File: src/rtl/if_fetch_pkg.sv
// rtl/if_fetch_pkg.sv - fetch-stage state encoding and fault instruction constant
package if_fetch_pkg;

    typedef enum logic [2:0] {
        IF_FETCH_IDLE = 3'd0,
        IF_FETCH_REQ  = 3'd1,
        IF_FETCH_WAIT = 3'd2,
        IF_FETCH_DROP = 3'd3,
        IF_FETCH_HOLD = 3'd4
    } if_fetch_state_e;

    localparam logic [31:0] IF_FETCH_NOP_INST = 32'h0000_0013;

    function automatic logic pc_misaligned(input logic [1:0] pc_lsb);
        return pc_lsb != 2'b00;
    endfunction

endpackage

File: src/rtl/if_fetch.sv
// rtl/if_fetch.sv - single-outstanding instruction fetch stage between PC register and decode
module if_fetch
    import if_fetch_pkg::*;
#(
    parameter int                ADDR_W   = 64,
    parameter int                INST_W   = 32,
    parameter logic [INST_W-1:0] NOP_INST = INST_W'(IF_FETCH_NOP_INST)
) (
    input  logic              clk,
    input  logic              rst,
    input  logic [ADDR_W-1:0] if_fetch_pc_i,
    input  logic              if_fetch_flush_i,
    input  logic              if_fetch_dont_fetch_i,
    output logic              if_fetch_req_valid_o,
    input  logic              if_fetch_req_ready_i,
    output logic [ADDR_W-1:0] if_fetch_req_addr_o,
    input  logic              if_fetch_resp_valid_i,
    input  logic              if_fetch_resp_err_i,
    input  logic [INST_W-1:0] if_fetch_resp_data_i,
    output logic              if_fetch_inst_valid_o,
    input  logic              if_fetch_id_ready_i,
    output logic [INST_W-1:0] if_fetch_inst_o,
    output logic [ADDR_W-1:0] if_fetch_inst_addr_o,
    output logic              if_fetch_acc_fault_o,
    output logic              if_fetch_misalign_o,
    output logic              if_fetch_pc_adv_o
);

    if_fetch_state_e   state_q, state_d;
    logic              kill_q, kill_d;
    logic [ADDR_W-1:0] req_addr_q;
    logic [INST_W-1:0] inst_q;
    logic [ADDR_W-1:0] inst_addr_q;
    logic              acc_fault_q;
    logic              misalign_q;

    logic start_fetch;
    logic pc_bad;
    logic capture_resp;

    assign start_fetch  = (state_q == IF_FETCH_IDLE) && !if_fetch_flush_i && !if_fetch_dont_fetch_i;
    assign pc_bad       = pc_misaligned(if_fetch_pc_i[1:0]);
    assign capture_resp = (state_q == IF_FETCH_WAIT) && if_fetch_resp_valid_i && !if_fetch_flush_i;

    always_comb begin
        state_d = state_q;
        kill_d  = kill_q;
        case (state_q)
            IF_FETCH_IDLE: begin
                if (start_fetch) begin
                    state_d = pc_bad ? IF_FETCH_HOLD : IF_FETCH_REQ;
                end
            end
            IF_FETCH_REQ: begin
                // The request cannot be retracted, so a flush only marks its response for discard.
                if (if_fetch_flush_i) begin
                    kill_d = 1'b1;
                end
                if (if_fetch_req_ready_i) begin
                    state_d = (kill_q || if_fetch_flush_i) ? IF_FETCH_DROP : IF_FETCH_WAIT;
                    kill_d  = 1'b0;
                end
            end
            IF_FETCH_WAIT: begin
                if (if_fetch_resp_valid_i) begin
                    state_d = if_fetch_flush_i ? IF_FETCH_IDLE : IF_FETCH_HOLD;
                end else if (if_fetch_flush_i) begin
                    state_d = IF_FETCH_DROP;
                end
            end
            IF_FETCH_DROP: begin
                if (if_fetch_resp_valid_i) begin
                    state_d = IF_FETCH_IDLE;
                end
            end
            IF_FETCH_HOLD: begin
                if (if_fetch_flush_i || if_fetch_id_ready_i) begin
                    state_d = IF_FETCH_IDLE;
                end
            end
            default: begin
                state_d = IF_FETCH_IDLE;
                kill_d  = 1'b0;
            end
        endcase
    end

    always_ff @(posedge clk) begin
        if (rst) begin
            state_q <= IF_FETCH_IDLE;
            kill_q  <= 1'b0;
        end else begin
            state_q <= state_d;
            kill_q  <= kill_d;
        end
    end

    always_ff @(posedge clk) begin
        if (rst) begin
            req_addr_q  <= '0;
            inst_q      <= NOP_INST;
            inst_addr_q <= '0;
            acc_fault_q <= 1'b0;
            misalign_q  <= 1'b0;
        end else begin
            if (start_fetch) begin
                if (pc_bad) begin
                    inst_q      <= NOP_INST;
                    inst_addr_q <= if_fetch_pc_i;
                    acc_fault_q <= 1'b0;
                    misalign_q  <= 1'b1;
                end else begin
                    req_addr_q <= {if_fetch_pc_i[ADDR_W-1:2], 2'b00};
                end
            end
            if (capture_resp) begin
                inst_q      <= if_fetch_resp_err_i ? NOP_INST : if_fetch_resp_data_i;
                inst_addr_q <= req_addr_q;
                acc_fault_q <= if_fetch_resp_err_i;
                misalign_q  <= 1'b0;
            end
        end
    end

    assign if_fetch_req_valid_o  = (state_q == IF_FETCH_REQ);
    assign if_fetch_req_addr_o   = req_addr_q;
    assign if_fetch_inst_valid_o = (state_q == IF_FETCH_HOLD);
    assign if_fetch_inst_o       = inst_q;
    assign if_fetch_inst_addr_o  = inst_addr_q;
    assign if_fetch_acc_fault_o  = acc_fault_q;
    assign if_fetch_misalign_o   = misalign_q;
    assign if_fetch_pc_adv_o     = (state_q == IF_FETCH_HOLD) && if_fetch_id_ready_i && !if_fetch_flush_i;

endmodule

File: config.mk
export PLATFORM = sky130hd
export DESIGN_NAME = if_fetch
export DESIGN_NICKNAME = d
export VERILOG_FILES = /design/src/rtl/if_fetch_pkg.sv /design/src/rtl/if_fetch.sv
export SDC_FILE = /design/constraint.sdc
export NUM_CORES = 1
export LEC_CHECK = 0
export ABC_AREA = 1
export CAP_MARGIN = 20
export CORE_ASPECT_RATIO = 0.7
export CORE_MARGIN = 1
export CORE_UTILIZATION = 43
export DETAILED_ROUTE_END_ITERATION = 6
export HOLD_SLACK_MARGIN = 0.08
export PLACE_DENSITY = 0.78
export REMOVE_ABC_BUFFERS = 1
export SYNTH_ARGS = -nofsm -noshare
export SYNTH_HDL_FRONTEND = slang
export SYNTH_SLANG_ARGS = --single-unit
File: constraint.sdc
create_clock -name clk -period 1.7 [get_ports clk]
set_input_delay 0.34 -clock clk [delete_from_list [all_inputs] [get_ports clk]]
set_output_delay 0.34 -clock clk [all_outputs]
set_load 0.02 [all_outputs]
# ---- After elaboration in Yosys (flattened, before gate mapping)
# Cells that the tools add are included.
dict set report word_totals {
  reg_bits 164
  word_cells 63
}
dict set report op_classes {
  n_mux 23
  eq_ne 10
  n_reduce_logical 21
  bitwise_logic 2
}
# operator count
set op_table {}
lappend op_table {{2-to-1 mux 64 bit} 3}
lappend op_table {{2-to-1 mux 32 bit} 4}
lappend op_table {{2-to-1 mux 3 bit} 8}
lappend op_table {{case mux 3 bit (5 select lines)} 1}
lappend op_table {{AND reduction 2 bit} 4}
lappend op_table {{equality test 3 x 2 -> 1 bit, second input constant} 2}
lappend op_table {{logical AND 1 bit} 6}
lappend op_table {{2-to-1 mux 1 bit} 6}
lappend op_table {{nonzero test 2 bit} 3}
lappend op_table {{AND reduction 5 bit} 1}
lappend op_table {{!= test 2 x 1 -> 1 bit, second input constant} 2}
lappend op_table {{!= test 2 bit, second input constant} 2}
lappend op_table {{OR reduction 4 bit} 1}
lappend op_table {{equality test 3 x 1 -> 1 bit, second input constant} 1}
lappend op_table {{equality test 3 bit, second input constant} 1}
lappend op_table {{zero test 3 bit} 1}
lappend op_table {{!= test 3 x 2 -> 1 bit, second input constant} 1}
lappend op_table {{!= test 3 bit, second input constant} 1}
lappend op_table {{zero test 1 bit} 2}
lappend op_table {{logical OR 1 bit} 2}
lappend op_table {{inverter 1 bit} 2}
lappend op_table {{case mux 1 bit (2 select lines)} 1}
lappend op_table {{OR reduction 2 bit} 1}

# ---- Depth between registers and ports, before layout
# Gate-level depths: netlist (run 1).
dict set report depth {
  ltp_word 5
  ltp_mapped 9
  depth_no_buf 8
}

# ---- Worst setup path after synthesis (run 1)
# OpenSTA, ideal clock, no wires.
dict set report synth_path {
  path_kind {register to register}
  from {register state_q[2]}
  to {register inst_addr_q[14] (netlist: if_fetch_inst_addr_o[14])}
  setup_ns 0.117
  synth_period_minus_slack_ns 1.450
  path_buffers 2
  arrival_ns 1.333
  setup_slack_ns 0.250
  stages_incl_launch_ff 10
  path_cell_list {dfxtp_1 > inv_1 > nand2_1 > nor2_1 > nand2_2 > nand2_2 > buf_4 > buf_4 > o21ai_0 > nor2_1}
}
dict set report synth_between {
  elab_chain_len 5
  elab_cells_between_ends 10
  classes_between {eq/ne (1); mux (1); reduce/logical (8)}
}
# element line
set synth_lines {}
lappend synth_lines {{start, declared} if_fetch.sv:29} ;# if_fetch_state_e state_q, state_d;
lappend synth_lines {{start signal, assigned} if_fetch.sv:93} ;# state_q <= state_d;
lappend synth_lines {{equality test 3 x 2 -> 1 bit or zero test 3 bit (tied branches)} {if_fetch.sv:43, if_fetch.sv:41}}
lappend synth_lines {{logical AND 1 bit, on equally long branches (2 in series)} {if_fetch.sv:43, if_fetch.sv:41}}
lappend synth_lines {{nonzero test 2 bit (no source line)} n/a}
lappend synth_lines {{AND reduction 2 bit (no source line)} n/a}
lappend synth_lines {{end signal, assigned} if_fetch.sv:109} ;# inst_addr_q <= if_fetch_pc_i;
lappend synth_lines {{end signal, assigned} if_fetch.sv:118} ;# inst_addr_q <= req_addr_q;
lappend synth_lines {{end, declared} if_fetch.sv:33} ;# logic [ADDR_W-1:0] inst_addr_q;
# Several ways; a longest one is shown, not always the timed one.
# A chain may end at the register's enable or synchronous reset.

# ---- Worst setup path in the final report (run 1)
dict set report layout_path {
  from {register state_q[1]}
  to {output port if_fetch_inst_valid_o}
}
dict set report layout_between {
  elab_chain_len 1
}
# element line
set layout_lines {}
lappend layout_lines {{equality test 3 bit} if_fetch.sv:127} ;# assign if_fetch_inst_valid_o = (state_q == IF_FETCH_HOLD);
lappend layout_lines {{end, declared} if_fetch.sv:20} ;# output logic if_fetch_inst_valid_o,
# Every way passes these cells.

==> out/qor.yml, run 1 <==
setup_path:
  cp_common_cell: "buf_4"
  cp_slowest_stage_delay_ns: 0.37
  startpoint_type: "flop"
  crit_buf_inv: 3
  crit_path_cell_trace: "nor2_4 > nand2_1 > buf_4 > inv_1 > buf_4"
  arrival_ns: 1.30
  cp_top_family: "flip-flops"
  endpoint_kind: "output pin"
  critical_path.slowest_cell: "dfxtp_4"
  reg2reg_setup_slack_ns: 0.11
  crit_required_ns: 1.36
  startpoint: "state_q[1]"
  r2r-end: "if_fetch_inst_o[9]"
  r2r_cells: 8
  crit_type: "flop to output pin"
  cp_max_fo: 5
  r2r-start: "state_q[0]"
synth:
  yosysTopAreaCell: "dfxtp_1"
  ys_types: 20
  synth_area_um2: 6610
  avgSynthCellArea_um2: 6.97
  ys_seq_elements: 164
  syn_inst: 948
  ys_seq_area_frac: 0.497
  yosys.area.top_type_share: 0.497
  yosys-top-cells-area: "dfxtp_1 (50%), nor2_1 (14%), nand2_1 (12%), o21ai_0 (9.1%), a21oi_1 (3.3%)"
  yosysWarnings: 0
floorplan:
  boundaryPins: 269
  dieArea_um2: 15900
  rows: 37
  chipHeight_um: 106
  start_util: 0.445
  fp.coreArea_um2: 14900
  die_w_um: 150
routing:
  routedWlPerCell_um: 14.6
  drcViolationCount: 0
  drt_iter0_drc: 420
  viasPerCell: 4.93
  ant_nets: 0
  vias: 7006
  finalWirelength_um: 20800
  dr.pass1.iters: 4
sta:
  rsz0062_at_grt: "yes"
  slew_violations: 0
  period_needed_ns: 1.64
  fin_crit_sh: 0.962
  finalWorstSetupSlack_ns: 0.0639
  tns_ns: 0
  finalHoldViolCount: 0
  fmax_mhz: 611
  setup_viol: 0
  skew_ns: 0.0104
  hold_ws_ns: 0.464
clock_tree:
  numCtsBuffers: 17
  h-tree-depth: 4
  path_clk_slew_ns: 0.07
  cts-root-buf: "clkbuf_16"
  clk_latency_ns: 0.42
  clock_sinks: 164
  clock_path_buffers: 2
  tritoncts: "built"
power_and_ir_drop:
  swShare: 0.336
  comb_power_share: 0.309
  internal_power_mw: 8.33
  sequentialPowerShare: 0.375
  pwr-share-clk: 0.315
  p_per_area_nw_per_um2: 1220
  power_leakage_nw: 5.09
  vdd_ir_drop_max_mv: 0.628
  p_sw_mw: 4.22
global_route:
  grt_pass1_vias: 6385
  grt_usage: 0.260
  antenna_found_initial: 0
  grt_max_degree: 59
  overflow: 0
  grt_pass1_wl_um: 32700
cells_and_area:
  final_util: 0.694
  nets: 1316
  drive_above_1_share: 0.0784
  stdcell_count: 1420
  diodes: 0
  syn_to_final_growth_pct: 56.0
place:
  pre_cts_slack_ns: -0.410
  gp_congestion: 0.861
  numPortBuffers: 266
  hpwlAfterDp_um: 14300
  dp.cells: 1387
outcome:
  status: "complete, no violations"
hold_path:
  hp-start: "if_fetch_req_addr_o[56]"
  whs_path_depth: 2
  hp-class: "flop to flop"
  hold-path-endpoint: "if_fetch_req_addr_o[56]"
job:
  cap_violations: 0
cell families after synthesis:
logic type / after synthesis / synth area share
simple gates: 507 / 0.303
compound gates: 182 / 0.138
flops: 164 / 0.497
buf+inv: 94 / 0.0621
other cells: 1 / 0.000567
registers in the layout (all words and copies together) (netlist names):
signal,count
if_fetch_inst_addr_o,64
if_fetch_req_addr_o,62
if_fetch_inst_o,32
state_q,3
if_fetch_acc_fault_o,1
if_fetch_misalign_o,1
kill_q,1
worst reg2reg max path: stages, from the launching register on:
cell and delay, ns:
dfxtp_2 0.35, inv_1 0.09, buf_4 0.12, nand4_4 0.18, buf_12 0.23, nor2_4 0.14
clkbuf_4 0.22, nand2_1 0.07, a21oi_1 0.11
synth_stat cells:
library cell  count
nor2_1          248
nand2_1         207
dfxtp_1         164
o21ai_0         120
a21oi_1          43
nand3_1          37
clkbuf_1         32
buf_2            25
inv_1            24
o21ai_1          19
nor3_1            9
buf_4             7
inv_2             3
buf_1             2
nand2_2           2
nor2_4            2
clkinv_1          1
conb_1            1
nand4_1           1
nand4_4           1
what timing repair did:
item                                    in CTS  in global routing
endpoints found under the setup margin     148                 38
cloned                                       0                  1
buffers inserted                             0                  0
resized for setup                          160                 27
hold buffers                                 0                  0
area by class of cell:
type | instances | area [um2]
Sequential cell | 164 | 3290
Clock buffer | 20 | 467
Fill cell | 1271 | 4550
Clock inverter | 12 | 141
Tap cell | 195 | 244
Multi-Input combinational cell | 691 | 2940
Inverter | 28 | 106
Timing Repair Buffer | 310 | 3130
routing by layer:
layer	up-vias	track usage	part of all wire
met2	256	0.421	0.46
met5	-	0	0
li1	3557	-	-
met4	0	0.0830	0.018
met3	29	0.0710	0.086
met1	3164	0.333	0.44
power groups by stage:
stage | Combinational (mW) | Clock, mW | Sequential, mW
6_report | 3.88 | 3.96 | 4.71
2_1_floorplan | 1.37 | 0 | 5.37
3_5_place_dp | 4.16 | 0 | 4.79
5_1_grt | 4.23 | 4.18 | 4.77
4_1_cts | 3.89 | 4.01 | 4.70
3_3_place_gp | 4.11 | 0 | 4.78
how the worst max path moves through the flow:
stage,endpoint,slack (ns),depth (start not counted)
after floorplan,if_fetch_req_addr_o[10],-1.51,5
after global placement,if_fetch_pc_adv_o,-0.39,4
after detailed placement,if_fetch_pc_adv_o,-0.41,4
after CTS,if_fetch_req_valid_o,-0.03,3
after global routing,if_fetch_inst_valid_o,-0.002,5
final,if_fetch_inst_valid_o,0.06,5
stage by stage:
step / cell area, um2 / power [mW]
6_report: 10300 / 12.5
3_5_place_dp: 9820 / 8.95
5_1_grt: 10300 / 13.2
4_1_cts: 10200 / 12.6
2_1_floorplan: 6310 / 6.74
3_3_place_gp: 9820 / 8.89
cell usage in the layout (no fill, tap or decap), types with 3 or more instances in the layout:
| cell type | instances |
|---|---|
| nor3_1 | 7 |
| o21ai_1 | 20 |
| o21ai_0 | 119 |
| buf_4 | 22 |
| dlymetal6s2s_1 | 17 |
| nor2_1 | 246 |
| nand3_1 | 37 |
| a21oi_1 | 43 |
| clkdlybuf4s50_1 | 103 |
| buf_12 | 22 |
| dlygate4sd2_1 | 143 |
| inv_1 | 23 |
| dfxtp_1 | 161 |
| nor2_4 | 3 |
| inv_2 | 4 |
| nand2_1 | 207 |
| clkbuf_8 | 3 |
| inv_6 | 5 |
| clkbuf_16 | 17 |
Note: power is estimated with default switching activity, not from simulation.
==> inputs of run 2 (changes only) <==
CTS_CLUSTER_DIAMETER = 150   (was default)
==> results of run 2 <==
No change in the layout: final DEF, timing and power equal those of run 1.
